## src/rtl/l3_instr_issue.sv

```systemverilog
// Instruction sequencer feeding the l3 control state machine: program memory, PC,
// execute handshake against the machine's cur_state, step mode, HALT opcode and watchdog.
//
// state     | meaning
// ----------+---------------------------------------------------------------
// STOP      | idle after reset, program memory writable
// FETCH     | registered read of the word at pc
// DECODE    | HALT check, otherwise present operation/data and raise execute
// WAIT_DONE | execute held until the control machine reports DONE
// RELEASE   | execute low, waiting for the control machine to return to IDLE
// ADVANCE   | increment pc, then run on or pause
// PAUSE     | single-step hold, waiting for a step pulse
// HALT      | HALT opcode reached, pc frozen, program memory writable
// ERR       | watchdog trap, pc frozen, program memory writable
module l3_instr_issue #(
  parameter int DATA_W  = 8,
  parameter int ADDR_W  = 4,
  parameter int TIMEOUT = 15
) (
  input  logic              clk,
  input  logic              rst_n,
  input  logic              start,
  input  logic              step_mode,
  input  logic              step,
  input  logic              prog_we,
  input  logic [ADDR_W-1:0] prog_addr,
  input  logic [DATA_W+2:0] prog_wdata,
  input  logic [3:0]        cur_state,
  output logic              execute,
  output logic [2:0]        operation,
  output logic [DATA_W-1:0] imm_data,
  output logic [ADDR_W-1:0] pc,
  output logic              busy,
  output logic              halted,
  output logic              error
);

  localparam int IW   = 3 + DATA_W;
  localparam int WD_W = $clog2(TIMEOUT + 1);
  localparam logic [2:0]      OP_HALT = 3'b101;
  localparam logic [3:0]      CS_IDLE = 4'b0000;
  localparam logic [3:0]      CS_DONE = 4'b1000;
  localparam logic [WD_W-1:0] WD_LOAD = WD_W'(TIMEOUT - 1);

  typedef enum logic [3:0] {
    S_STOP, S_FETCH, S_DECODE, S_WAIT_DONE, S_RELEASE,
    S_ADVANCE, S_PAUSE, S_HALT, S_ERR
  } state_t;

  state_t            state, state_nx;
  logic [IW-1:0]     mem [2**ADDR_W];
  logic [IW-1:0]     instr;
  logic [WD_W-1:0]   wd, wd_nx;
  logic [ADDR_W-1:0] pc_nx;
  logic [2:0]        operation_nx;
  logic [DATA_W-1:0] imm_data_nx;
  logic              execute_nx, halted_nx, error_nx, busy_nx;
  logic              prog_en;

  assign prog_en = (state == S_STOP) || (state == S_HALT) || (state == S_ERR);

  always_ff @(posedge clk) begin
    if (rst_n && prog_we && prog_en)
      mem[prog_addr] <= prog_wdata;
    if (state == S_FETCH)
      instr <= mem[pc];
  end

  always_ff @(posedge clk) begin
    if (!rst_n) begin
      state     <= S_STOP;
      pc        <= '0;
      execute   <= 1'b0;
      operation <= '0;
      imm_data  <= '0;
      busy      <= 1'b0;
      halted    <= 1'b0;
      error     <= 1'b0;
      wd        <= '0;
    end else begin
      state     <= state_nx;
      pc        <= pc_nx;
      execute   <= execute_nx;
      operation <= operation_nx;
      imm_data  <= imm_data_nx;
      busy      <= busy_nx;
      halted    <= halted_nx;
      error     <= error_nx;
      wd        <= wd_nx;
    end
  end

  // The watchdog counts down from TIMEOUT-1; reaching zero without progress traps.
  always_comb begin
    state_nx     = state;
    pc_nx        = pc;
    execute_nx   = execute;
    operation_nx = operation;
    imm_data_nx  = imm_data;
    halted_nx    = halted;
    error_nx     = error;
    wd_nx        = wd;
    unique case (state)
      S_STOP: begin
        if (start) begin
          pc_nx    = '0;
          state_nx = S_FETCH;
        end
      end
      S_FETCH: state_nx = S_DECODE;
      S_DECODE: begin
        if (instr[IW-1 -: 3] == OP_HALT) begin
          halted_nx = 1'b1;
          state_nx  = S_HALT;
        end else begin
          operation_nx = instr[IW-1 -: 3];
          imm_data_nx  = instr[DATA_W-1:0];
          execute_nx   = 1'b1;
          wd_nx        = WD_LOAD;
          state_nx     = S_WAIT_DONE;
        end
      end
      S_WAIT_DONE: begin
        if (cur_state == CS_DONE) begin
          execute_nx = 1'b0;
          wd_nx      = WD_LOAD;
          state_nx   = S_RELEASE;
        end else if (wd == '0) begin
          execute_nx = 1'b0;
          error_nx   = 1'b1;
          state_nx   = S_ERR;
        end else begin
          wd_nx = wd - 1'b1;
        end
      end
      S_RELEASE: begin
        if (cur_state == CS_IDLE) begin
          state_nx = S_ADVANCE;
        end else if (wd == '0) begin
          error_nx = 1'b1;
          state_nx = S_ERR;
        end else begin
          wd_nx = wd - 1'b1;
        end
      end
      S_ADVANCE: begin
        pc_nx    = pc + 1'b1;
        state_nx = step_mode ? S_PAUSE : S_FETCH;
      end
      S_PAUSE: begin
        if (step)
          state_nx = S_FETCH;
      end
      S_HALT, S_ERR: begin
        if (start) begin
          halted_nx = 1'b0;
          error_nx  = 1'b0;
          pc_nx     = '0;
          state_nx  = S_FETCH;
        end
      end
      default: state_nx = S_STOP;
    endcase
    busy_nx = !((state_nx == S_STOP) || (state_nx == S_HALT) || (state_nx == S_ERR));
  end

endmodule

```

## config.mk

```make
export PLATFORM = sky130hd
export DESIGN_NAME = l3_instr_issue
export DESIGN_NICKNAME = d
export VERILOG_FILES = /design/src/rtl/l3_instr_issue.sv
export SDC_FILE = /design/constraint.sdc
export NUM_CORES = 1
export LEC_CHECK = 0
export CELL_PAD_IN_SITES_DETAIL_PLACEMENT = 1
export CELL_PAD_IN_SITES_GLOBAL_PLACEMENT = 2
export CORE_MARGIN = 8
export CORE_UTILIZATION = 52
export CTS_BUF_LIST = sky130_fd_sc_hd__clkbuf_4
export DETAILED_ROUTE_END_ITERATION = 10
export GPL_TIMING_DRIVEN = 1
export PLACE_DENSITY = 0.92
export SLEW_MARGIN = 20
export SYNTH_ARGS = -nofsm -noshare
export SYNTH_HDL_FRONTEND = slang
export SYNTH_SLANG_ARGS = --single-unit
```

## constraint.sdc

```tcl
create_clock -name clk -period 5.8 [get_ports clk]
set_input_delay 0.87 -clock clk [delete_from_list [all_inputs] [get_ports clk]]
set_output_delay 0.87 -clock clk [all_outputs]
set_load 0.02 [all_outputs]
```

## Word-level counts from Yosys, hierarchy flattened

Memory sizes are Yosys's and may differ from the RTL's. A register that Yosys moved wholly into a read port is not among the register bits.
Index checks and enable logic that the tools add are counted.

| storage, ports and cells | value |
|---|---|
| register bits after elaboration | 27 |
| bits in writable memories | 176 |
| input bits | 25 |
| output and inout port bits | 19 |
| word-level logic and storage cells | 84 |
| memories | 1 |

Memory list:

| name | words | width | read ports | clocked after Yosys merged registers in | wr ports | RTL line | RTL |
|---|---|---|---|---|---|---|---|
| mem | 16 | 11 | 1 | 1 | 1 | 51 | `logic [IW-1:0] mem [2**ADDR_W];` |

| operators by class | value |
|---|---|
| $add $sub $neg | 2 |
| equality and inequality tests | 19 |
| muxes and demuxes | 28 |
| bitwise logic cells | 1 |
| reductions and logical operators | 24 |

Operator list:

| cell | number |
|---|---|
| $mux 4 | 10 |
| $pmux 4 s7 | 1 |
| $eq 4x3->1 const B | 5 |
| $logic_not 4->1 | 4 |
| $eq 4x4->1 const B | 3 |
| $pmux 4 s3 | 1 |
| $mux 1 | 10 |
| $ne 2x2->1 const B | 5 |
| $reduce_and 3->1 | 3 |
| $eq 4x2->1 const B | 2 |
| $pmux 4 s2 | 1 |
| $mux 3 | 2 |
| $reduce_bool 2->1 | 3 |
| $reduce_bool 3->1 | 2 |
| $add 4x1->4 const B | 1 |
| $eq 4x1->1 const B | 1 |
| $logic_or 1x1->1 | 4 |
| $pmux 1 s2 | 2 |
| $reduce_and 2->1 | 2 |
| $reduce_and 4->1 | 1 |
| $sub 4x1->4 const B | 1 |
| $eq 3x3->1 const B | 1 |
| $ne 3x3->1 const B | 1 |
| $pmux 1 s3 | 1 |
| other kinds (6) | 7 |

## Longest topological paths before layout

Gate-level depths: netlist of run 1.

| depth | value |
|---|---|
| word-level depth | 8 |
| depth in mapped cells | 7 |
| depth with buffers taken out | 7 |

## Worst setup path before layout of run 1

OpenSTA, ideal clock, no wires.

| timing path | value |
|---|---|
| path type | register -> register |
| start point | register state[1] |
| end point | memory mem[8][0] (netlist bit), enable pin |
| library setup time | 0.393 ns |
| data arrival time | 2.001 ns |
| data required time | 5.407 ns |
| slack | 3.406 ns |
| cell stages (with the launch flop) | 7 |
| buffers on the path | 1 |
| clock period less this slack | 2.394 ns |
| path through | dfxtp_1 > buf_6 > or3_1 > o21ai_2 > and3_2 > nand3b_1 > nor3_1 |

| between the ends | value |
|---|---|
| word-level cells in the longest chain between the ends | 6 |
| elaborated cells on any way between the ends | 8 |

RTL lines:

| what | RTL line | RTL |
|---|---|---|
| start, declared | 50 | `state_t state, state_nx;` |
| start signal, assigned | 81 | `state <= state_nx;` |
| $eq 4x3->1 or $logic_not 4->1 (tied branches) | 60 | `assign prog_en = (state == S_STOP) \|\| (state == S_HALT) \|\| (state == S_ERR);` |
| $logic_or 1x1->1 | 60 |  |
| $logic_or 1x1->1 (*) | 60 |  |
| $logic_and 1x1->1 (*) | 63 | `if (rst_n && prog_we && prog_en)` |
| $mux 1 (*) | 63 |  |
| $mux 1 (implied by the code) (*) | 64 | `mem[prog_addr] <= prog_wdata;` |
| end, declared | 51 |  |

Mark *: on every way between the ends. The rest lies on a longest branch, timed or not.

## Worst setup path after layout of run 1

| timing path | value |
|---|---|
| start point | input rst_n |
| end point | memory mem[1][3] (netlist bit), enable pin |

| between the ends | value |
|---|---|
| word-level cells in the longest chain between the ends | 4 |

RTL lines:

| what | RTL line | RTL |
|---|---|---|
| start, declared | 21 | `input logic rst_n,` |
| $logic_and 1x1->1 (2 in a row) | 63 |  |
| $mux 1 | 63 |  |
| $mux 1 (implied by the code) | 64 |  |

Every way passes these cells.

==> out/metrics.cfg, run 1 <==
[synth]
synth-async-reset-ratio_pct=0
netlist_instances=449
synth_top_area_share_pct=66.01
synth_simple_gate_area_share_pct=6.663
avgSynthCellArea_um2=18.95
synth_fp_nets=476
synthAdderAreaFrac_pct=0.2942
synth.distinct_cells=55
synthFlopType=edfxtp_1
ys_warn_count=0
synth_edf_count=187
synth_top_family_by_area=multiplexers
yosys.area.top_type=edfxtp_1
ys_ff_latch=214
synthesis.area_um2=8507
synth_compound_area_share_pct=3.295
synth-xor-area-share_pct=0.3089
yosys-top-cells-area=edfxtp_1 66%, mux4_2 15%, dfxtp_1 6.4%
yosysSeqAreaShare_pct=72.36
muxShareOfSynthArea_pct=15.16

[routing]
wl_um=18830
drtAntennaViolNets=0
via_per_inst=5.752
num_vias=4521
first_iter_violations=281
wl_per_cell_um=23.95
drtPass1Iterations=4
drc=0

[setup_path]
cp.arrival_ns=3.49
worst-setup-path-type=input pin to flop
critical_path.max_fanout=24
required_ns=6.07
crit_path_end_kind=flop
start_kind=input pin

[floorplan]
num_io_pins=44
core_area_um2=15940
die_area_um2=20710
fp-row-count=46
die_y_um=143.9
die_x_um=143.9
start_util_pct=53.36

[clock_network]
cts_tree=built
cts.sink_count=214
cts_resized=0
cts-root-buf=clkbuf_4
clk_pin_slew_ns=0.07
cts_setup_buffers=0
cts_max_level=2
cts_hold_buf=0
clockBufferDepth=3
cts_buffers=53
clkLatencyLatePin_ns=0.66

[global_routing]
grt_pass1_wl_um=29320
grt_max_degree=49
grt_util_all_layers_pct=19.45
grt_pass1_vias=5044
antenna_found_initial=1
grt_overflow_total=0

[place]
place_congestion=0.8224
numPortBuffers=43
hpwl_um=12510
pre_cts_ws_ns=1.894
place_inst=688

[timing]
min_period_over_period_pct=55.47
setup_tns_ns=0
finalCriticalPeriod_ns=3.217
setup_viol=0
rsz0062_at_grt=no
fmax_ghz=0.3108
slew-limit-headroom_pct=30.71
skew_ns=0.03106
worst_slack_ns=2.583
worst_slew_pin_slew_ns=1.036
hold_violations=0
finalMaxSlewViolations=0

[layout]
fin_cells=786
mostFrequentLayoutCells=187 x edfxtp_1, 76 x clkbuf_4, 55 x mux4_2
final_layout_size_suffix_gt1_share_pct=28.12
synthToLayoutAreaGrowth_pct=14.84
layout_commonest_cell=edfxtp_1
fin_nets=554

[power]
power.density_nw_per_um2=322.7
leakage_nw=3.057
ir_drop_uv=248.7
finalPower_mw=3.152

[outcome]
status=completed

[worst_hold_path]
hp-class=flop to flop

[run]
maxCapViolations=0

metal layers:
metal / routed length, µm / global-route usage, %
met4: 512 / 7.914
met3: 1370 / 5.441
met5: 0 / 0
met1: 7280 / 22.70
met2: 9663 / 33.30
worst paths after layout:
kind / start / endpoint / slack [ns] / cells after the start
max: rst_n / mem[1][3] / 2.58 / 4
min reg2reg: error / error / 0.46 / 2
max reg2reg: state[0] / mem[1][3] / 2.60 / 5
min: error / error / 0.46 / 2
worst max-delay path, cell delays in order:
cell and delay [ns]:
clkdlybuf4s50_1 0.97, and3_2 0.41, or3b_4 0.43, nor2_1 0.79
registers in the layout, indices dropped and copies added, names as in the netlist:
register / count
busy: 1
error: 1
execute: 1
halted: 1
imm_data: 8
instr: 11
mem: 176
operation: 3
pc: 4
state: 4
wd: 4
cells by family after synthesis:
family,count (synthesis)
DFF,214
and+or+nand+nor,104
muxes,60
AOI/OAI and AO/OA,38
buffers and inverters,28
xor gates and xnor gates,3
adders and majority gates,2
cell type report:
class / instances / area (µm²)
Inverter: 5 / 18.77
Clock buffer: 76 / 570.5
Antenna cell: 1 / 2.502
Clock inverter: 21 / 90.09
Timing Repair Buffer: 46 / 452.9
Multi-Input combinational cell: 207 / 2206
Tap cell: 216 / 270.3
Fill cell: 1429 / 6173
Sequential cell: 214 / 6158
where the power goes:
group | leakage, nW | switching [mW] | internal [mW] | total [mW]
sequential | 1.91 | 0.0310 | 1.71 | 1.74
combinational | 0.750 | 0.122 | 0.0892 | 0.211
clock | 0.401 | 0.591 | 0.608 | 1.20
cell usage after synthesis (3+ instances only):
library cell and number:
dfxtp_1 27, a21boi_0 5, nand3b_1 4, nor2b_1 4, inv_1 5, mux2i_1 4
buf_6 6, a22oi_1 3, buf_1 3, nand2b_1 8, buf_2 4, nand2_1 27
edfxtp_1 187, a21oi_1 6, o21ai_0 4, mux4_2 55, nor3_1 6, a21boi_1 6
nor2_1 25, nand3_1 5, clkbuf_1 8
metrics by stage:
stage	instance area, µm²	utilization, %	hold WS, ns
floorplan	8507	-	0.4660
global placement	9104	57.10	0.4501
detailed placement	9104	57.10	0.4472
CTS	9764	61.25	0.4576
global route	9769	61.28	0.4932
finish	9769	61.28	0.4561
Power figures use the tool's default switching activity.
==> run 2: changes to the inputs <==
- CORE_UTILIZATION: 52 -> 43
- PLACE_DENSITY: 0.92 -> 0.81
- clock period: 5.8 -> 2.6 ns (I/O delays scaled with it)
==> run 2 against run 1 <==
Critical path depth grew 2. Flip-flop and latch count is the same. Total power grew 130%. Non-clock buffer count grew 32. Worst hold slack lost 0.0036 ns. Sequential share of layout area shrank 2.4 points. Clock power grew 140%. Largest power group unchanged.
==> out/metrics.cfg, run 2 (synthesis gave the netlist of run 1 again) <==
[timing]
setup_viol=0  ; unchanged
slew-limit-headroom_pct=54.31  ; +24 points
setup_tns_ns=0  ; unchanged
worst_slew_pin_slew_ns=0.6829  ; -0.3527 ns
hold_violations=0  ; unchanged
skew_ns=0.05960  ; +0.02854 ns
finalCriticalPeriod_ns=2.361
finalMaxSlewViolations=0  ; unchanged
hold_slack_ns=0.4525  ; -0.003600 ns
rsz0062_at_grt=no
min_period_over_period_pct=90.82
fmax_ghz=0.4235

[power]
ir_drop_uv=502.0  ; +100%
power.density_nw_per_um2=708.9  ; +120%
leakage_nw=3.256  ; +6.5%

[routing]
num_vias=4675  ; +3.4%
drc=0  ; unchanged
wl_um=19140  ; +1.7%
drtAntennaViolNets=0  ; unchanged
via_per_inst=5.374  ; -6.6%
drtPass1Iterations=4  ; unchanged
wl_per_cell_um=22.00  ; -8.2%
first_iter_violations=284  ; +1.1%

[clock_network]
cts_hold_buf=0  ; unchanged
cts.sink_count=214  ; unchanged
clkLatencyLatePin_ns=0.68  ; +0.02 ns
clk_pin_slew_ns=0.06  ; about the same
cts-root-buf=clkbuf_4
cts_setup_buffers=0  ; unchanged
cts_resized=0  ; unchanged
cts_buffers=54  ; +1.9%
clockBufferDepth=3  ; unchanged
cts_max_level=2  ; unchanged
cts_tree=built

[layout]
final_util_pct=52.18  ; -9.1 points
top_register=mem
final_layout_size_suffix_gt1_share_pct=31.24  ; +3.1 points
reg_top3=mem (176), instr (11), imm_data (8)
mostFrequentLayoutCells=187 x edfxtp_1, 78 x clkbuf_4, 55 x mux4_2
layout_commonest_cell=edfxtp_1
n_antenna_cell=0  ; -1
fill_cells=1829  ; +28%
fin_nets=587  ; +6.0%
synthToLayoutAreaGrowth_pct=19.39
largest_reg_flops=176  ; unchanged

[setup_path]
required_ns=2.92  ; -3.15 ns
crit_family=simple AND/OR/NAND/NOR gates
critical_path.slowest_cell=dfxtp_1
reg2reg_depth=6  ; +1
start_kind=flop
cp.arrival_ns=2.68  ; -0.81 ns
path_buf_inv=1  ; unchanged
crit_chain=or2b_4 -> o21ai_2 -> and3_2 -> or3b_4 -> nor3_2 -> buf_4
max_stage_delay_ns=0.48  ; -0.49 ns
worst-setup-path-type=flop to flop
path_depth=6  ; +2
critical_path.max_fanout=11  ; -54%
crit_path_end_kind=flop

[floorplan]
start_util_pct=43.71  ; -9.6 points
num_io_pins=44  ; unchanged
core_area_um2=19460  ; +22%
die_x_um=156.7  ; +8.9%
die_y_um=156.7  ; +8.9%
fp-row-count=51  ; +11%
die_area_um2=24540  ; +19%

[place]
place_congestion=0.8118  ; -1.3%
hpwl_um=12110  ; -3.2%
numPortBuffers=43  ; unchanged

[global_routing]
grt_util_all_layers_pct=16.30  ; -3.2 points
grt_pass1_vias=5110  ; +1.3%
grt_pass1_wl_um=29890  ; +2.0%
grt_max_degree=49  ; unchanged
grt_overflow_total=0  ; unchanged
antenna_found_initial=0  ; -1

[run]
maxCapViolations=0  ; unchanged

[worst_hold_path]
whs_path_depth=2  ; unchanged
hp-class=flop to flop

[outcome]
status=completed

==> run 2: cell types whose count changed in the layout (fill, tap and decap cells not counted), sizes merged <==
| cell | change |
|---|---|
| buf | +32 |
| clkinv | +3 |
| clkbuf | +2 |
| bufinv | +1 |
| clkinvlp | -1 |
| diode | -1 |
| inv | -1 |
==> run 2: worst reg2reg max path: stages, from the launching register on <==
cell and delay (ns):
dfxtp_1 0.48, or2b_4 0.35, o21ai_2 0.16, and3_2 0.28, or3b_4 0.43, nor3_2 0.12, buf_4 0.24
==> run 2: cell type report <==
cell class              count  area (µm²)  area share (%)
well taps                 265       331.6           3.265
clock buffers              78       585.6           5.766
multi-input cells         207        2203           21.70
flip-flops and latches    214        6161           60.66
repair buffers             78       730.7           7.195
inverters                   5       18.77          0.1848
clock inverters            23       125.1           1.232
==> run 2: path summary, 6_finish.rpt <==
kind / slack (ns) / startpoint / end
setup / recovery: 0.24 / state[2] / mem[0][0]
hold reg to reg: 0.45 / imm_data[4] / imm_data[4]
hold / removal: 0.45 / imm_data[4] / imm_data[4]
setup reg to reg: 0.24 / state[2] / mem[0][0]
==> run 2: metrics by stage <==
stage,power [mW],setup slack [ns],instance area (µm²),instances
2_1_floorplan,4.213,0.2059,8507,449
3_3_place_gp,4.416,0.3676,9445,769
3_5_place_dp,4.437,0.2641,9445,769
4_1_cts,7.311,0.2194,10160,870
5_1_grt,7.507,0.1654,10160,870
6_report,7.199,0.2388,10160,870
==> run 2: layer usage <==
layer  part of all wire, %  vias up  track usage, %
li1                      -     2078               -
met1                    42     2394           20.47
met2                    49      163           27.09
met3                   6.1       40           3.558
met4                   2.5        0           6.453
met5                     0        -               0
==> run 2: where the power goes <==
group	total, mW	internal [mW]	switching (mW)
Clock	2.84	1.49	1.35
Sequential	3.86	3.82	0.0418
Combinational	0.503	0.212	0.291
==> patch, RTL diff (flow settings as in run 2) <==
Encoding of `state_t`: now Gray code (4 bits for 9 states).
--- a/src/rtl/l3_instr_issue.sv
+++ b/src/rtl/l3_instr_issue.sv
@@ -43,8 +43,8 @@
   localparam logic [WD_W-1:0] WD_LOAD = WD_W'(TIMEOUT - 1);
 
   typedef enum logic [3:0] {
-    S_STOP, S_FETCH, S_DECODE, S_WAIT_DONE, S_RELEASE,
-    S_ADVANCE, S_PAUSE, S_HALT, S_ERR
+    S_STOP = 4'b0000, S_FETCH = 4'b0001, S_DECODE = 4'b0011, S_WAIT_DONE = 4'b0010, S_RELEASE = 4'b0110,
+    S_ADVANCE = 4'b0111, S_PAUSE = 4'b0101, S_HALT = 4'b0100, S_ERR = 4'b1100
   } state_t;
 
   state_t            state, state_nx;
Function: same outputs for any inputs over 10 cycles, from zero or initial values and one cycle with rst_n low; not proved beyond that.
==> patch against run 2 <==
Combinational power up 10%; clock skew down 18 ps; synthesized area up 0.38%; non-clock buffer count down 4; critical endpoint is now pc[3]; count of clock-buffer cells in the layout unchanged; total power up 0.50%; routed wire length up 6.2%; critical path depth down 5; worst setup slack worse by 90 ps; cell count up 5.4%; design area down 0.43%; sequential cell count unchanged; highest routed layer unchanged; utilization down 0.22 points.
==> patch: results (changes against run 2) <==
worst_setup_path:
  cp_max_fo: 13  # was 11
  crit_family: "buffers and inverters"  # was simple AND/OR/NAND/NOR gates
  cp_slowest_cell: "clkdlybuf4s50_1"  # was dfxtp_1
  arrival_ps: 2060  # was 2680 ps
  max_stage_delay_ps: 730  # was 480 ps
final_layout:
  fin_util_pct: 51.96  # was 52.18%
  layout.nets: 638  # was 587
  fillers: 1869  # was 1829
  final_layout_size_suffix_gt1_share_pct: 23.04  # was 31.24%
yosys:
  syn-num-nets: 534  # was 476
  ys_types: 53  # was 55
  synth.avg_cell_area_um2: 16.84  # was 18.95 um2
  synthTopCellsByCount: "edfxtp_1 (187), mux2i_1 (52), dfxtp_1 (27)"  # was edfxtp_1 (187), mux4_2 (55), dfxtp_1 (27), nand2_1 (27), nor2_1 (25)
  ys_seq_area_share_pct: 72.09  # was 72.36%
  synth_edf_count: 187  # unchanged
  synth_area_leaders: "edfxtp_1 (66%), dfxtp_1 (6.3%), mux2i_1 (6.1%), mux4_2 (5.8%), a221oi_1 (2.3%)"  # was edfxtp_1 (66%), mux4_2 (15%), dfxtp_1 (6.4%), nand2_1 (1.2%), nor2_1 (1.1%)
  yosysWarningCount: 0  # unchanged
power:
  ir_drop_mv: 0.4264  # was 0.5020 mV
  p_leak_nw: 3.318  # was 3.256 nW
grt:
  grt_pass1_vias: 5306  # was 5110
  grt_start_max_net_pins: 27  # was 49
  grt_pass1_wl_um: 30910  # was 29890 um
  antenna_found_initial: 1  # was 0
  grt_usage_pct: 16.84  # was 16.30%
place:
  gp_congestion: 0.8433  # was 0.8118
  dpl.hpwl_um: 13450  # was 12110 um
  post-place-ws_ps: 185.8  # was 264.1 ps
  post-place-cells: 818  # was 769
  placed_area_mm2: 0.009404  # was 0.009445 mm2
clock_tree:
  clk_latency_ps: 650  # was 680 ps
  cts_buffers: 55  # was 54
  cts.clk_slew.worst_paths_ps: 70
min_path:
  hold_path_class: "register to register"  # unchanged
timing:
  clock_skew_ps: 41.74  # was 59.60 ps
  maxSlewHeadroom_pct: 47.29  # was 54.31%
outcome:
  status: "complete, no violations"  # unchanged
route:
  wirelength_um: 20320  # was 19140 um
  drt_iter0_drc: 268  # was 284
  vias_per_cell: 5.395  # was 5.374
  route.vias.total: 4947  # was 4675
## patch: cell types whose count changed in the layout (fill, tap and decap cells not counted), moves of 6 or more
cell / change
nor2b_1: +9
mux4_2: -33
a21boi_1: -6
nand2b_1: -6
clkinv_1: -6
o21ai_0: +12
a221oi_1: +22
mux2i_1: +48
a22oi_1: +9
## patch: final cells by class
cell class	instances	share of cell area, %
multi-input combinational	260	22.00
timing repair buffer	74	6.719
inverter	6	0.2227
sequential	214	60.91
clock buffer	78	5.791
tap	265	3.279
clock inverter	19	1.052
antenna	1	0.02475
## patch: kinds of logic after synthesis
logic type,share of synthesized area [%]
xor+xnor,0.4103
simple gates,6.183
fa+ha+maj,0.2930
compound gates,7.106
flops,72.09
buf+inv,2.022
mux,11.90
## patch: metal layers
metal	routed length, um	global-route usage, %	vias to the layer above
met2	10250	28.91	159
li1	-	-	2273
met3	1257	3.619	31
met5	0	0	-
met1	8421	20.39	2484
met4	395	6.682	0
## patch: worst paths after layout
check | from | end | slack, ps | depth (start not counted)
worst max register to register | pc[0]$_SDFFE_PN0P_ | instr[4]$_DFFE_PP_ | 470 | 6
worst min register to register | wd[0]$_SDFFE_PN0P_ | wd[0]$_SDFFE_PN0P_ | 480 | 2
worst max-delay path | pc[3]$_SDFFE_PN0P_ | pc[3] | 150 | 1
worst min-delay path | wd[0]$_SDFFE_PN0P_ | wd[0]$_SDFFE_PN0P_ | 480 | 2
## patch: what timing repair did
item,in CTS,in global routing
setup buffers,1,0
gates resized for setup,1,0
endpoints found under the setup margin,1,0
## patch: report_power, final
part	internal (mW)	leakage [nW]	switching, mW	total, mW
clock network	1.48	0.412	1.32	2.80
registers	3.83	1.91	0.0465	3.88
logic	0.227	1.00	0.328	0.555
total	5.54	3.32	1.69	7.24
